`config.mk`:
```
export PLATFORM = sky130hd
export DESIGN_NAME = debounce_edge_detect
export DESIGN_NICKNAME = d
export VERILOG_FILES = /design/src/rtl/debounce_edge_detect.sv
export SDC_FILE = /design/constraint.sdc
export NUM_CORES = 1
export LEC_CHECK = 0
export BUFFER_PORTS_ARGS = -buffer_cell sky130_fd_sc_hd__buf_2
export CAP_MARGIN = 20
export CELL_PAD_IN_SITES_DETAIL_PLACEMENT = 0
export CELL_PAD_IN_SITES_GLOBAL_PLACEMENT = 1
export CORE_UTILIZATION = 46
export CTS_CLUSTER_DIAMETER = 80
export DETAILED_ROUTE_END_ITERATION = 8
export GPL_ROUTABILITY_DRIVEN = 0
export PLACE_DENSITY = 0.9
export REMOVE_ABC_BUFFERS = 1
export SYNTH_ARGS = -nofsm -noshare
export SYNTH_HDL_FRONTEND = slang
export SYNTH_SLANG_ARGS = --single-unit
```
`constraint.sdc`:
```
create_clock -name clk -period 4.5 [get_ports clk]
set_clock_uncertainty 0.2 [all_clocks]
set_input_delay 0.225 -clock clk [delete_from_list [all_inputs] [get_ports clk]]
set_output_delay 0.225 -clock clk [all_outputs]
set_load 0.1 [all_outputs]
```
`src/rtl/debounce_edge_detect.sv`:
```
// debounce_edge_detect: conditions a raw asynchronous input into a clean,
// debounced level with one-cycle rise/fall pulses.
//   raw_in -> 2-FF synchroniser -> stability filter (N cycles) -> level/pulses
// N is derived from DEBOUNCE_PERIOD / CYCLE_TIME (both in ns), rounded down
// (ROUND_MODE=0) or up (ROUND_MODE=1), with a floor of 1.
// Optional feature: define DEBOUNCE_GLITCH_CNT_EN to add an 8-bit saturating
// glitch_count output that counts aborted waits (bounces).
// There is no valid/ready handshake: raw_in is a free-running level and the
// pulses are fire-and-forget strobes for the downstream timer.
module debounce_edge_detect #(
  parameter int DEBOUNCE_PERIOD = 1000,
  parameter int CYCLE_TIME      = 10,
  parameter int ROUND_MODE      = 0
) (
  input  logic       clk,
  input  logic       rst_n,
  input  logic       raw_in,
  output logic       level,
  output logic       rise_pulse,
  output logic       fall_pulse
`ifdef DEBOUNCE_GLITCH_CNT_EN
  ,
  output logic [7:0] glitch_count
`endif
);

  localparam int N_RAW = (ROUND_MODE != 0) ?
                         (DEBOUNCE_PERIOD + CYCLE_TIME - 1) / CYCLE_TIME :
                         DEBOUNCE_PERIOD / CYCLE_TIME;
  localparam int N  = (N_RAW < 1) ? 1 : N_RAW;
  localparam int CW = $clog2(N + 1);
  localparam logic [CW-1:0] CNT_LAST = CW'(N - 1);
  localparam logic [CW-1:0] CNT_ONE  = CW'(1);

  typedef enum logic [1:0] {
    IDLE_LOW  = 2'd0,
    WAIT_HIGH = 2'd1,
    IDLE_HIGH = 2'd2,
    WAIT_LOW  = 2'd3
  } state_t;

  state_t        state, state_d;
  logic [CW-1:0] cnt, cnt_d;
  logic          sync1, sync2;
  logic          level_d, rise_d, fall_d;
  logic          abort;

  // Two-stage synchroniser; only sync2 is allowed to reach the filter.
  always_ff @(posedge clk) begin
    if (!rst_n) begin
      sync1 <= 1'b0;
      sync2 <= 1'b0;
    end else begin
      sync1 <= raw_in;
      sync2 <= sync1;
    end
  end

  // State, counter and registered outputs; pulses come from next-state logic.
  always_ff @(posedge clk) begin
    if (!rst_n) begin
      state      <= IDLE_LOW;
      cnt        <= '0;
      level      <= 1'b0;
      rise_pulse <= 1'b0;
      fall_pulse <= 1'b0;
    end else begin
      state      <= state_d;
      cnt        <= cnt_d;
      level      <= level_d;
      rise_pulse <= rise_d;
      fall_pulse <= fall_d;
    end
  end

  // Stability filter: a level change is accepted only after N consecutive
  // agreeing sync2 samples; any disagreement returns to the idle state.
  always_comb begin
    state_d = state;
    cnt_d   = cnt;
    level_d = level;
    rise_d  = 1'b0;
    fall_d  = 1'b0;
    abort   = 1'b0;
    unique case (state)
      IDLE_LOW: begin
        if (sync2) begin
          if (N == 1) begin
            level_d = 1'b1;
            rise_d  = 1'b1;
            state_d = IDLE_HIGH;
          end else begin
            state_d = WAIT_HIGH;
            cnt_d   = CNT_ONE;
          end
        end
      end
      WAIT_HIGH: begin
        if (!sync2) begin
          state_d = IDLE_LOW;
          cnt_d   = '0;
          abort   = 1'b1;
        end else if (cnt == CNT_LAST) begin
          level_d = 1'b1;
          rise_d  = 1'b1;
          cnt_d   = '0;
          state_d = IDLE_HIGH;
        end else begin
          cnt_d = cnt + CNT_ONE;
        end
      end
      IDLE_HIGH: begin
        if (!sync2) begin
          if (N == 1) begin
            level_d = 1'b0;
            fall_d  = 1'b1;
            state_d = IDLE_LOW;
          end else begin
            state_d = WAIT_LOW;
            cnt_d   = CNT_ONE;
          end
        end
      end
      WAIT_LOW: begin
        if (sync2) begin
          state_d = IDLE_HIGH;
          cnt_d   = '0;
          abort   = 1'b1;
        end else if (cnt == CNT_LAST) begin
          level_d = 1'b0;
          fall_d  = 1'b1;
          cnt_d   = '0;
          state_d = IDLE_LOW;
        end else begin
          cnt_d = cnt + CNT_ONE;
        end
      end
      default: begin
        state_d = IDLE_LOW;
        cnt_d   = '0;
        level_d = 1'b0;
      end
    endcase
  end

`ifdef DEBOUNCE_GLITCH_CNT_EN
  // Count aborted waits (bounces), saturating so it never wraps to zero.
  always_ff @(posedge clk) begin
    if (!rst_n) begin
      glitch_count <= 8'd0;
    end else if (abort && (glitch_count != 8'hFF)) begin
      glitch_count <= glitch_count + 8'd1;
    end
  end
`endif

endmodule

```
==> impl_metrics.py, run 1 <==
metrics = {
    "outcome": {
        "outcome": "finished clean",
    },
    "finish": {
        "final_cells": 89,
        "area_delta_synth_final_pct": 8.32,
        "mostFrequentLayoutCells": "14 x dfxtp_1, 5 x buf_2, 4 x nand2_1, 4 x nor2_1, 4 x xor2_1",
        "drive_gt1_frac": 0.189,
        "n_antenna_cell": 0,
        "final_common_cell": "dfxtp_1",
        "fin_nets": 80,
    },
    "setup_path": {
        "path_class": "reg2reg",
        "cp_slowest_cell": "xor2_2",
        "critical_path_arrival_ps": 1810,
        "path_buf_inv": 0,
        "critPathRequiredTime_ps": 4520,
        "endpoint_kind": "register",
        "cpPeakStageDelay_ps": 500,
        "crit_family": "compound AO/OA/AOI/OAI gates",
        "critPathLaunchType": "register",
        "path_max_fanout": 12,
        "r2r_slack_ps": 2710,
        "worstPathCellList": "xor2_2, o41ai_2, o2bb2a_2, nor2_1",
    },
    "global_route": {
        "track_usage": 0.151,
        "grt_max_degree": 15,
        "antenna_found_initial": 0,
        "gr-total-overflow": 0,
        "grt_pass1_vias": 367,
        "grt_most_used_layer": "met1",
        "grt_pass1_wl_um": 1610,
        "use_met1": 0.220,
        "gr-usage-met3": 0.0500,
        "met2_usage": 0.190,
    },
    "power": {
        "leakage_nw": 0.272,
        "powerDensity_nw_per_um2": 293,
        "vdd_ir_drop_max_v": 0.000213,
        "p_switching_w": 0.0000523,
        "switching_share": 0.243,
        "combPwrFrac": 0.079,
        "seqPwrFrac": 0.598,
        "pwr-share-clk": 0.323,
        "intPower_w": 0.000163,
    },
    "sta": {
        "period_share": 0.399,
        "rsz0062_at_grt": "no",
        "min_period_ps": 1790,
        "hold_violations": 0,
        "tightest_slew_ps": 572,
        "max_slew_margin": 0.618,
        "setup_violations": 0,
        "slew_violations": 0,
        "tns_ps": 0,
        "fmax_mhz": 557,
    },
    "placement": {
        "dp.cells": 85,
        "portBuffers": 5,
        "dpl.hpwl_um": 711,
    },
    "cts": {
        "ctsHtreeMaxLevel": 1,
        "cts.sink_count": 14,
        "cts-root-buf": "clkbuf_4",
        "clk_latency_ps": 270,
        "cts_resized": 0,
        "cts.path.max_buffers": 2,
        "tritoncts": "done",
        "clkTransAtPathRegs_ps": 90,
        "cts_buffers": 3,
    },
    "run": {
        "cap_violations": 0,
    },
    "yosys": {
        "synth-seq-cells": 14,
        "synth_top_area_frac": 0.414,
        "avgSynthCellArea_um2": 9.95,
        "synthTopCellsByArea": "dfxtp_1 41%, xor2_1 5.2%, nor4_4 3.1%, mux2i_1 3.0%, and2_1 2.8%",
        "synthDistinctLibCells": 32,
        "ys_warn_count": 0,
        "synth-seq-area-share": 0.414,
        "synth_edf_count": 0,
        "async_flop_share": 0,
        "syn_area_um2": 677,
        "yosysTopAreaCell": "dfxtp_1",
        "netlist_instances": 68,
        "synth_ff_type": "dfxtp_1",
    },
    "worst_hold_path": {
        "worstHoldPathType": "in2reg",
    },
    "routing": {
        "drt_iter0_drc": 10,
        "wire_per_inst_um": 11.9,
        "routed_wl_um": 1060,
        "drcViolationCount": 0,
        "ant_nets": 0,
        "first_pass_iters": 4,
        "routed_via_density": 5.38,
        "num_vias": 479,
    },
    "die": {
        "die_h_um": 40.4,
        "io_pins": 6,
        "start_util": 0.508,
        "core_um2": 1330,
        "die_area_um2": 1630,
        "fp-row-count": 13,
        "die_width_um": 40.4,
    },
}
layout make-up:
class,instances,area [um2]
clock buffer,3,22.5
fill,133,601
inverter,2,7.51
multi-input combinational,49,369
sequential,14,280
tap,15,18.8
timing repair buffer,6,35.0
cell usage after synthesis (2+ instances only):
library cell and instances:
a31oi_1 2, and2_1 3, and3_1 2, dfxtp_1 14
inv_1 2, mux2i_1 2, nand2_1 4, nand3_1 2
nand3b_1 2, nor2_1 4, nor2b_1 3, nor3b_1 2
o2111ai_1 2, o21ai_0 2, o32ai_1 2, xor2_1 4
state kept, by name, indices dropped and copies added (netlist names), named ones only:
signal and flops:
cnt 7, fall_pulse 1, level 1, rise_pulse 1
state 1, sync1 1, sync2 1
stage by stage:
step | total power [W] | hold WS (ps) | setup slack, ps | cell area (um2) | utilization
floorplan | 0.000143 | 139 | 2880 | 657 | -
global placement | 0.000148 | 215 | 2780 | 701 | 0.525
detailed placement | 0.000148 | 227 | 2730 | 701 | 0.525
CTS | 0.000217 | 71.1 | 2720 | 733 | 0.550
global route | 0.000224 | 92.8 | 2590 | 733 | 0.550
finish | 0.000215 | 80.3 | 2710 | 733 | 0.550
cells by family after synthesis:
group | synth area share
muxes | 0.0296
buffers and inverters | 0.0407
AOI/OAI and AO/OA | 0.152
DFF | 0.414
and+or+nand+nor | 0.257
adders and majority gates | 0.0185
xor gates and xnor gates | 0.0887
worst paths after layout:
| kind | to | cells after the start | startpoint |
|---|---|---|---|
| setup / recovery | cnt[5] | 4 | sync2 |
| hold / removal | state[0] | 3 | rst_n |
| hold reg to reg | sync2 | 1 | sync1 |
| setup reg to reg | cnt[5] | 4 | sync2 |
what timing repair did:
item,4_1_cts,5_1_grt
hold buffers,1,0
hold endpoints to repair,1,0
buffers inserted,0,0
worst min-delay path, stage by stage:
cell and delay [ps]:
buf_2 170, nand2_1 80, nor2_1 30
power by group through the flow:
stage                     Sequential [W]  Combinational (W)   Clock, W
after global routing            0.000129          0.0000182  0.0000766
final                           0.000129          0.0000170  0.0000695
after detailed placement        0.000132          0.0000162          0
after floorplan                 0.000137         0.00000622          0
after CTS                       0.000129          0.0000170  0.0000711
after global placement          0.000131          0.0000162          0
per-layer routing:
| layer | share of wire | vias up |
|---|---|---|
| met5 | 0 | - |
| met4 | 0.0056 | 0 |
| met3 | 0.031 | 2 |
| met2 | 0.40 | 8 |
| met1 | 0.56 | 215 |
| li1 | - | 254 |
(Power assumes the default switching activity.)
==> run 2, diff against run 1 <==
--- a/config.mk
+++ b/config.mk
@@ -9,11 +9,11 @@
 export CAP_MARGIN = 20
 export CELL_PAD_IN_SITES_DETAIL_PLACEMENT = 0
 export CELL_PAD_IN_SITES_GLOBAL_PLACEMENT = 1
-export CORE_UTILIZATION = 46
+export CORE_UTILIZATION = 38
 export CTS_CLUSTER_DIAMETER = 80
 export DETAILED_ROUTE_END_ITERATION = 8
 export GPL_ROUTABILITY_DRIVEN = 0
-export PLACE_DENSITY = 0.9
+export PLACE_DENSITY = 0.81
 export REMOVE_ABC_BUFFERS = 1
 export SYNTH_ARGS = -nofsm -noshare
 export SYNTH_HDL_FRONTEND = slang
==> constraint.sdc (replaced) <==
create_clock -name clk -period 1.6 [get_ports clk]
set_clock_uncertainty 0.2 [all_clocks]
set_input_delay 0.08 -clock clk [delete_from_list [all_inputs] [get_ports clk]]
set_output_delay 0.08 -clock clk [all_outputs]
set_load 0.1 [all_outputs]
==> impl_metrics.py, run 2 (synthesis gave the netlist of run 1 again) <==
metrics = {
    "outcome": {
        "outcome": "complete, but fails checks",
        "violations": "DRC",
    },
    "routing": {
        "ant_nets": 0,
        "wire_per_inst_um": 12.1,
        "routed_via_density": 5.41,
        "first_pass_iters": 6,
        "routed_wl_um": 1240,
        "drcViolationCount": 1,
        "drt_iter0_drc": 2,
        "num_vias": 552,
    },
    "cts": {
        "cts-root-buf": "clkbuf_4",
        "cts.path.max_buffers": 2,
        "cts.sink_count": 14,
        "clk_latency_ps": 290,
        "cts_buffers": 3,
        "tritoncts": "done",
        "clkTransAtPathRegs_ps": 90,
        "ctsHtreeMaxLevel": 1,
    },
    "setup_path": {
        "cp_slowest_cell": "dfxtp_4",
        "path_buf_inv": 0,
        "endpoint_kind": "register",
        "cpPeakStageDelay_ps": 360,
        "r2r_cells": 4,
        "crit_family": "simple AND/OR/NAND/NOR gates",
        "worstPathCellList": "nand3b_1, nor4_4, mux2i_1, a21boi_1",
        "path_max_fanout": 5,
        "critical_path_arrival_ps": 1500,
        "critPathLaunchType": "register",
        "reg2reg_from": "cnt[2]",
        "crit_cells": 4,
        "critPathRequiredTime_ps": 1580,
        "path_class": "reg2reg",
        "startpoint": "cnt[2]",
    },
    "sta": {
        "setup_slack_ps": 81.1,
        "fmax_mhz": 658,
        "max_slew_margin": 0.679,
        "setup_violations": 0,
        "tightest_slew_ps": 485,
        "rsz0062_at_grt": "yes",
        "min_period_ps": 1520,
        "slew_violations": 0,
        "period_share": 0.949,
        "hold_violations": 0,
    },
    "worst_hold_path": {
        "min-delay-start": "sync1",
        "min_path_cells": 1,
        "worstHoldPathType": "reg2reg",
    },
    "finish": {
        "drive_gt1_frac": 0.384,
        "fill_cells": 137,
        "multi_input_area_um2": 399,
        "top_register": "cnt",
        "final_util": 0.557,
        "mostFrequentLayoutCells": "9 x buf_4, 7 x dfxtp_2, 6 x dfxtp_1",
        "area_delta_synth_final_pct": 29.8,
        "n_antenna_cell": 0,
        "fin_nets": 91,
        "layout.area.seq_um2": 293,
        "largest_reg_flops": 7,
        "final_common_cell": "buf_4",
    },
    "die": {
        "io_pins": 6,
        "start_util": 0.429,
        "die_h_um": 44.2,
        "die_area_um2": 1950,
        "fp-row-count": 14,
        "core_um2": 1580,
        "die_width_um": 44.2,
    },
    "global_route": {
        "grt_pass1_wl_um": 2360,
        "grt_max_degree": 15,
        "antenna_found_initial": 0,
        "grt_pass1_vias": 569,
        "track_usage": 0.170,
        "gr-total-overflow": 0,
    },
    "power": {
        "switching_share": 0.240,
        "leakage_nw": 0.358,
        "vdd_ir_drop_max_v": 0.000500,
        "pwr-share-clk": 0.383,
        "seqPwrFrac": 0.526,
        "powerDensity_nw_per_um2": 775,
        "p_switching_w": 0.000164,
        "combPwrFrac": 0.091,
        "intPower_w": 0.000518,
    },
    "placement": {
        "portBuffers": 5,
        "post-place-ws_ps": 1.73,
        "dpl.hpwl_um": 886,
    },
    "run": {
        "cap_violations": 0,
    },
}
run 2: cell types whose count changed in the layout (fill, tap and decap cells not counted), moves of 2 or more:
cell,delta
dfxtp_1,-8
dlygate4sd3_1,+2
dfxtp_2,+7
buf_4,+9
run 2: area by class of cell:
type,instances,area share
repair buffers,17,0.140
clock buffers,4,0.0413
well taps,16,0.0228
flip-flops and latches,14,0.333
inverters,2,0.00855
multi-input cells,49,0.454
run 2: worst reg2reg max path: stages (launching register included):
cell	delay, ps
dfxtp_4	360
nand3b_1	190
nor4_4	360
mux2i_1	230
a21boi_1	80
run 2: layer usage:
metal / routed length [um] / up-vias / track usage
met1: 597 / 263 / 0.193
met4: 44 / 0 / 0.127
met5: 0 / - / 0
met2: 564 / 8 / 0.268
met3: 29 / 5 / 0.0490
li1: - / 276 / -
run 2: per-stage QoR:
step	hold slack, ps	cells	cell area, um2	setup TNS, ps	power, W
5_1_grt	266	102	878	-25.4	0.000711
2_1_floorplan	-6.21	65	657	-61.3	0.000403
6_report	237	102	878	0	0.000681
3_3_place_gp	90.7	93	754	0	0.000421
4_1_cts	243	101	833	0	0.000688
3_5_place_dp	92.5	93	754	0	0.000422
run 2: what timing repair did:
item	CTS	global route
hold endpoints to repair	12	0
setup endpoints to repair	5	8
resized for setup	3	10
pin swaps	0	3
setup buffers	1	1
hold buffers	3	0
run 2: path summary, 6_finish.rpt:
kind	end	slack, ps
max	level	80
min	sync2	240
max reg2reg	level	80
min reg2reg	sync2	240
run 2: power groups by stage:
stage / Sequential (W) / Clock [W] / Combinational (W)
6_report: 0.000359 / 0.000261 / 0.0000617
5_1_grt: 0.000360 / 0.000283 / 0.0000679
4_1_cts: 0.000360 / 0.000268 / 0.0000601
3_5_place_dp: 0.000367 / 0 / 0.0000544
3_3_place_gp: 0.000367 / 0 / 0.0000540
2_1_floorplan: 0.000386 / 0 / 0.0000175
